## config.mk

```make
export PLATFORM = sky130hd
export DESIGN_NAME = snake_game_ctrl
export DESIGN_NICKNAME = d
export VERILOG_FILES = /design/src/rtl/snake_pkg.sv /design/src/rtl/snake_game_ctrl_food_placer.sv /design/src/rtl/snake_game_ctrl.sv
export SDC_FILE = /design/constraint.sdc
export NUM_CORES = 1
export LEC_CHECK = 0
export ABC_CLOCK_PERIOD_IN_PS = 5400
export CAP_MARGIN = 25
export CORE_AREA = 10 10 254 256
export CTS_CLUSTER_SIZE = 24
export DETAILED_ROUTE_END_ITERATION = 8
export DIE_AREA = 0 0 264 266
export MAX_ROUTING_LAYER = met4
export PLACE_DENSITY_LB_ADDON = 0.25
export SKIP_CTS_REPAIR_TIMING = 1
export SLEW_MARGIN = 20
export SYNTH_ARGS = -nofsm -noshare
export SYNTH_HDL_FRONTEND = slang
export SYNTH_SLANG_ARGS = --single-unit
```

## constraint.sdc

```tcl
create_clock -name clk -period 5.4 [get_ports clk]
set_input_delay 1.08 -clock clk [delete_from_list [all_inputs] [get_ports clk]]
set_output_delay 1.08 -clock clk [all_outputs]
set_load 0.02 [all_outputs]
```

## src/rtl/snake_pkg.sv

```systemverilog
`default_nettype none
// ============================================================================
// Module   : snake_pkg
// Brief    : Shared encodings, grid geometry and LFSR step for the snake game.
// Revision : 1.0 - initial release
// ============================================================================
package snake_pkg;

  localparam logic [1:0] RUNNING = 2'b00;
  localparam logic [1:0] DIE     = 2'b01;
  localparam logic [1:0] INITIAL = 2'b10;

  localparam logic [1:0] UP    = 2'b00;
  localparam logic [1:0] DOWN  = 2'b01;
  localparam logic [1:0] RIGHT = 2'b10;
  localparam logic [1:0] LEFT  = 2'b11;

  localparam int GRID_W  = 32;
  localparam int GRID_H  = 24;
  localparam int MAX_LEN = 64;
  localparam int COORD_W = 5;
  localparam int LFSR_W  = 10;

  typedef enum logic [1:0] {
    S_INIT   = 2'd0,
    S_PLACE0 = 2'd1,
    S_RUN    = 2'd2,
    S_DIE    = 2'd3
  } ctrl_state_t;

  typedef enum logic [1:0] {
    P_IDLE  = 2'd0,
    P_CHECK = 2'd1,
    P_SCAN  = 2'd2
  } placer_state_t;

  // x^10 + x^7 + 1, Fibonacci form, shifting left
  function automatic logic [LFSR_W-1:0] lfsr_next(input logic [LFSR_W-1:0] v);
    return {v[LFSR_W-2:0], v[9] ^ v[6]};
  endfunction

endpackage
`default_nettype wire

```

## src/rtl/snake_game_ctrl_food_placer.sv

```systemverilog
`default_nettype none
// ============================================================================
// Module   : food_placer
// Brief    : Draws food candidates from an LFSR and rejects off-grid or body cells.
// Revision : 1.0 - initial release
// ============================================================================
module food_placer
  import snake_pkg::*;
#(
  parameter logic [LFSR_W-1:0] LFSR_SEED = 10'h2A5
) (
  input  logic                       clk,
  input  logic                       rst,
  input  logic                       start_req,
  input  logic                       seed_load,
  input  logic [5:0]                 snake_length,
  input  logic [MAX_LEN*COORD_W-1:0] snake_x_1dim,
  input  logic [MAX_LEN*COORD_W-1:0] snake_y_1dim,
  output logic                       busy,
  output logic                       done,
  output logic [COORD_W-1:0]         cand_x,
  output logic [COORD_W-1:0]         cand_y
);

  placer_state_t     state_q, state_d;
  logic [LFSR_W-1:0] lfsr_q, lfsr_d;
  logic [5:0]        idx_q, idx_d;
  logic [5:0]        len_q, len_d;

  logic [COORD_W-1:0] seg_x;
  logic [COORD_W-1:0] seg_y;
  logic               seg_hit;
  logic               last_seg;
  logic               y_bad;

  assign cand_x   = lfsr_q[COORD_W-1:0];
  assign cand_y   = lfsr_q[2*COORD_W-1:COORD_W];
  assign seg_x    = snake_x_1dim[int'(idx_q) * COORD_W +: COORD_W];
  assign seg_y    = snake_y_1dim[int'(idx_q) * COORD_W +: COORD_W];
  assign seg_hit  = (seg_x == cand_x) && (seg_y == cand_y);
  assign last_seg = ({1'b0, idx_q} + 7'd1) >= {1'b0, len_q};
  assign y_bad    = cand_y > COORD_W'(GRID_H - 1);
  assign busy     = (state_q != P_IDLE);

  always_comb begin
    state_d = state_q;
    lfsr_d  = lfsr_q;
    idx_d   = idx_q;
    len_d   = len_q;
    done    = 1'b0;
    if (seed_load) begin
      // Reload also aborts any attempt left over from a previous game
      lfsr_d  = LFSR_SEED;
      idx_d   = '0;
      state_d = start_req ? P_CHECK : P_IDLE;
    end else begin
      unique case (state_q)
        P_IDLE: begin
          if (start_req) state_d = P_CHECK;
        end
        P_CHECK: begin
          len_d = snake_length;
          idx_d = '0;
          if (y_bad) lfsr_d = lfsr_next(lfsr_q);
          else       state_d = P_SCAN;
        end
        P_SCAN: begin
          if (seg_hit) begin
            lfsr_d  = lfsr_next(lfsr_q);
            state_d = P_CHECK;
          end else if (last_seg) begin
            lfsr_d  = lfsr_next(lfsr_q);
            done    = 1'b1;
            state_d = P_IDLE;
          end else begin
            idx_d = idx_q + 6'd1;
          end
        end
        default: state_d = P_IDLE;
      endcase
    end
  end

  always_ff @(posedge clk) begin
    if (rst) begin
      state_q <= P_IDLE;
      lfsr_q  <= LFSR_SEED;
      idx_q   <= '0;
      len_q   <= '0;
    end else begin
      state_q <= state_d;
      lfsr_q  <= lfsr_d;
      idx_q   <= idx_d;
      len_q   <= len_d;
    end
  end

endmodule
`default_nettype wire

```

## src/rtl/snake_game_ctrl.sv

```systemverilog
`default_nettype none
// ============================================================================
// Module   : snake_game_ctrl
// Brief    : Game FSM, move-tick generation, food placement sequencing and score.
// Revision : 1.0 - initial release
// ============================================================================
module snake_game_ctrl
  import snake_pkg::*;
#(
  parameter int unsigned       TICK_CYCLES = 50_000_000,
  parameter logic [LFSR_W-1:0] LFSR_SEED   = 10'h2A5
) (
  input  logic                       clk,
  input  logic                       rst,
  input  logic                       start,
  input  logic                       pause,
  input  logic                       slow,
  input  logic                       hit_boundary,
  input  logic                       hit_self,
  input  logic                       get_food,
  input  logic [5:0]                 snake_length,
  input  logic [MAX_LEN*COORD_W-1:0] snake_x_1dim,
  input  logic [MAX_LEN*COORD_W-1:0] snake_y_1dim,
  output logic [1:0]                 game_state,
  output logic                       move_tick,
  output logic [COORD_W-1:0]         food_x,
  output logic [COORD_W-1:0]         food_y,
  output logic                       food_valid,
  output logic [7:0]                 score
);

  localparam int unsigned      CNT_W     = $clog2(2 * TICK_CYCLES);
  localparam logic [CNT_W-1:0] FAST_LAST = CNT_W'(TICK_CYCLES - 1);
  localparam logic [CNT_W-1:0] SLOW_LAST = CNT_W'(2 * TICK_CYCLES - 1);

  ctrl_state_t        state_q, state_d;
  logic [CNT_W-1:0]   cnt_q, cnt_d;
  logic [7:0]         score_q, score_d;
  logic [COORD_W-1:0] food_x_q, food_x_d;
  logic [COORD_W-1:0] food_y_q, food_y_d;
  logic               food_valid_q, food_valid_d;
  logic               get_food_q, get_food_d;

  logic               start_req;
  logic               seed_load;
  logic               placer_busy;
  logic               placer_done;
  logic [COORD_W-1:0] cand_x;
  logic [COORD_W-1:0] cand_y;

  logic               hit;
  logic               food_rise;
  logic [CNT_W-1:0]   period_last;
  logic               at_last;

  food_placer #(
    .LFSR_SEED (LFSR_SEED)
  ) u_placer (
    .clk          (clk),
    .rst          (rst),
    .start_req    (start_req),
    .seed_load    (seed_load),
    .snake_length (snake_length),
    .snake_x_1dim (snake_x_1dim),
    .snake_y_1dim (snake_y_1dim),
    .busy         (placer_busy),
    .done         (placer_done),
    .cand_x       (cand_x),
    .cand_y       (cand_y)
  );

  assign hit         = hit_boundary | hit_self;
  assign food_rise   = get_food & ~get_food_q;
  assign period_last = slow ? SLOW_LAST : FAST_LAST;
  // >= rather than == so a slow->fast switch past the short period still wraps at once
  assign at_last     = cnt_q >= period_last;

  assign food_x     = food_x_q;
  assign food_y     = food_y_q;
  assign food_valid = food_valid_q;
  assign score      = score_q;

  always_comb begin
    state_d      = state_q;
    cnt_d        = cnt_q;
    score_d      = score_q;
    food_x_d     = food_x_q;
    food_y_d     = food_y_q;
    food_valid_d = food_valid_q;
    get_food_d   = get_food;
    start_req    = 1'b0;
    seed_load    = 1'b0;
    move_tick    = 1'b0;
    game_state   = INITIAL;
    unique case (state_q)
      S_INIT: begin
        score_d      = '0;
        food_valid_d = 1'b0;
        cnt_d        = '0;
        seed_load    = 1'b1;
        if (start) begin
          start_req = 1'b1;
          state_d   = S_PLACE0;
        end
      end
      S_PLACE0: begin
        if (placer_done) begin
          food_x_d     = cand_x;
          food_y_d     = cand_y;
          food_valid_d = 1'b1;
          cnt_d        = '0;
          state_d      = S_RUN;
        end
      end
      S_RUN: begin
        game_state = RUNNING;
        if (hit) begin
          state_d = S_DIE;
        end else if (placer_done) begin
          food_x_d     = cand_x;
          food_y_d     = cand_y;
          food_valid_d = 1'b1;
        end else if (food_rise && food_valid_q && !placer_busy) begin
          // Eating freezes the tick counter until the new food is latched
          score_d      = (score_q == 8'hFF) ? score_q : score_q + 8'd1;
          food_valid_d = 1'b0;
          start_req    = 1'b1;
        end else if (food_valid_q && !pause) begin
          if (at_last) begin
            cnt_d     = '0;
            move_tick = 1'b1;
          end else begin
            cnt_d = cnt_q + CNT_W'(1);
          end
        end
      end
      S_DIE: begin
        game_state = DIE;
        if (start) begin
          score_d      = '0;
          food_valid_d = 1'b0;
          state_d      = S_INIT;
        end
      end
      default: state_d = S_INIT;
    endcase
  end

  always_ff @(posedge clk) begin
    if (rst) begin
      state_q      <= S_INIT;
      cnt_q        <= '0;
      score_q      <= '0;
      food_x_q     <= '0;
      food_y_q     <= '0;
      food_valid_q <= 1'b0;
      get_food_q   <= 1'b0;
    end else begin
      state_q      <= state_d;
      cnt_q        <= cnt_d;
      score_q      <= score_d;
      food_x_q     <= food_x_d;
      food_y_q     <= food_y_d;
      food_valid_q <= food_valid_d;
      get_food_q   <= get_food_d;
    end
  end

endmodule
`default_nettype wire

```

==> results.cfg <==
[outcome]
status = complete, no violations

[power_and_ir_drop]
switching_share_pct = 33.5
netSwitchingPower_w = 0.000914
peakVddDrop_mv = 0.149
pwr-share-comb_pct = 52.5
power_density_mw_per_mm2 = 149
p_int_w = 0.00181
p_leak_nw = 6.04
power_frac_seq_pct = 22.8
clock_power_share_pct = 24.6

[sta]
finalWorstSetupSlack_ns = 0.126
rsz0062_at_grt = false
finalSetupViolCount = 0
fin_crit_ns = 5.27
fmax_ghz = 0.190
slew_viol_final = 0
hold_violations = 0
whs_ns = 0.496
fin_skew_ns = 0.00737
fin_crit_sh_pct = 97.7
tightest_slew_ns = 0.990
max_slew_margin_pct = 34.0

[route]
wl_mm = 70.4
route.detailed.drc = 0
wl_per_cell_um = 27.1
drt_pre_antenna_iters = 5
drtAntennaViolNets = 0
drt_iter0_drc = 754
routed_via_density = 4.74
num_vias = 12320

[logic_synthesis]
synth_top_area_share_pct = 23.8
ys_warn_count = 0
synth_area_leader_cell = mux2i_1
synthesis.area_mm2 = 0.0101
synth.most_common_cell = mux2i_1
synth_edf_count = 0
synth_cell_type_count = 68
netlist_instances = 1142
synth_ff_type = dfxtp_1
ys_top_cells_by_area = mux2i_1 (24%), dfxtp_1 (14%), mux4_2 (13%)
synth_common_cells = mux2i_1 (240), a22oi_1 (94), dfxtp_1 (73)
syn_nets = 1823
synth_seq_cells = 73
ys_seq_area_share_pct = 14.5
async_reset_ff_share_pct = 0
avgSynthCellArea_um2 = 8.85

[global_route]
grt_usage_pct = 19.4
use_met1_pct = 22.1
grt_overflow = 0
grtUsageMet3_pct = 5.04
use_met2_pct = 33.1
grt_pass1_vias = 12912
grt_start_max_net_pins = 50
grt.busiest_layer = met2
grt_pass1_wl_mm = 97.4
antenna_found_initial = 33

[critical_path]
crit_required_ns = 4.32
crit_arrival_ns = 4.19
worst_r2r_path_depth = 15
worstSetupEndpointType = output pin
critPathMaxStageDelay_ns = 0.52
crit_top_cell = buf_4
cp.depth = 14
crit_type = in2out
cp_num_buf_inv = 5
critPathTopFamily = buffers and inverters
crit_chain = clkdlybuf4s50_1, mux4_2, mux2i_1, buf_4, o21ai_0, nor2_1, a21oi_1, or4_4, a211oi_4, buf_4, a31oi_4, nor4_2, buf_4, buf_4
critPathLaunchType = input pin
slowest_stage = or4_4
worstPathMaxFanout = 2

[clocking]
cts_buffers = 9
clk-insertion-delay-late_ns = 0.34
clock_path_buffers = 2
cts_tree = yes
cts.sinks = 73
clock-root-buffer = clkbuf_16
path_clk_slew_ns = 0.06
htreeDepth = 3

[placement]
gp_congestion = 0.944
hpwl_mm = 60.4
dpl.cell_count = 2556
numPortBuffers = 675
post-place-ws_ns = -0.201

[die]
die_area_mm2 = 0.0702
dieWidth_um = 264
initial_core_util_pct = 16.9
die_y_um = 266
ios = 676
coreArea_mm2 = 0.0597
num_rows = 90

[min_path]
min_path_cells = 2
hold_class = reg2reg

[finish]
syn_to_final_growth_pct = 80.5
drive_above_1_share_pct = 9.72
final_cells = 2600
fillers = 6279
nNetsFinal = 2466

[flow_run]
maxCapViolCount = 0
cell type report:
class,instances,area (µm²),share of cell area (%)
Antenna cell,28,70.1,0.384
Clock buffer,10,239,1.31
Clock inverter,6,90.1,0.494
Inverter,31,116,0.638
Multi-Input combinational cell,933,7940,43.5
Sequential cell,73,1470,8.07
Tap cell,782,978,5.36
Timing Repair Buffer,737,7330,40.2
cells by family (layout without fill, tap and decap cells):
family	after synthesis	count (layout)	synth area share [%]
simple gates	313	313	16.1
buf+inv	136	784	7.39
flops	73	73	14.5
mux	300	300	37.1
fa+ha+maj	27	27	3.34
compound gates	283	283	20.7
other cells	0	28	0
xor+xnor	10	10	0.867
worst min-delay path, delay by kind of cell, from the launching register on:
| kind | cells | cell delay (ns) |
|---|---|---|
| flip-flops | 1 | 0.33 |
| multiplexers | 1 | 0.06 |
| AND/OR/NAND/NOR | 1 | 0.07 |
flip-flops by register name (all words and copies together) (netlist names):
| name | cells |
|---|---|
| cnt_q | 27 |
| food_valid | 1 |
| food_x | 5 |
| food_y | 5 |
| get_food_q | 1 |
| score | 8 |
| state_q | 2 |
| u_placer.idx_q | 6 |
| u_placer.len_q | 6 |
| u_placer.lfsr_q | 10 |
| u_placer.state_q | 2 |
stage by stage:
stage	setup TNS [ns]	power, W	area [µm²]	util, %
final	0	0.00273	18200	30.6
after global routing	0	0.00291	18200	30.6
after CTS	-0.225	0.00276	18100	30.4
after detailed placement	-0.201	0.00207	17800	29.8
after global placement	-0.202	0.00205	17800	29.8
after floorplan	0	0.00132	10100	-
placed cells by master, fill, tap and decap left out, types with 14 or more instances in the layout:
cell and count:
o21ai_0 29, diode_2 28, a22oi_1 94, a211o_1 18, nand2_1 70, and3_1 14, nand4_1 14, nor3_1 24
ha_1 27, nor2_1 53, mux4_2 60, a21oi_1 44, nor2b_1 15, clkdlybuf4s50_1 670, mux2i_1 240, inv_1 30
buf_4 54, a32o_1 27, dfxtp_1 68, nand3_1 48
path summary, 6_finish.rpt:
| path | start | endpoint | slack (ns) |
|---|---|---|---|
| setup / recovery | snake_y_1dim[238] | move_tick | 0.13 |
| hold / removal | food_y[4] | food_y[4] | 0.50 |
| setup reg to reg | u_placer.idx_q[0] | cnt_q[16] | 0.83 |
| hold reg to reg | food_y[4] | food_y[4] | 0.50 |
layer usage:
layer | vias to the layer above | part of all wire, %
met5 | - | 0
met4 | 0 | 1.6
met3 | 45 | 6.6
met2 | 432 | 51
met1 | 6035 | 41
li1 | 5808 | -
power groups by stage:
stage                     Clock (W)  Combinational [W]  Sequential [W]
final                      0.000672            0.00143        0.000623
after CTS                  0.000693            0.00144        0.000627
after global routing       0.000713            0.00157        0.000631
after detailed placement          0            0.00143        0.000639
after floorplan                   0           0.000705        0.000613
after global placement            0            0.00141        0.000636
No activity file was read; power rests on OpenSTA's default activity.
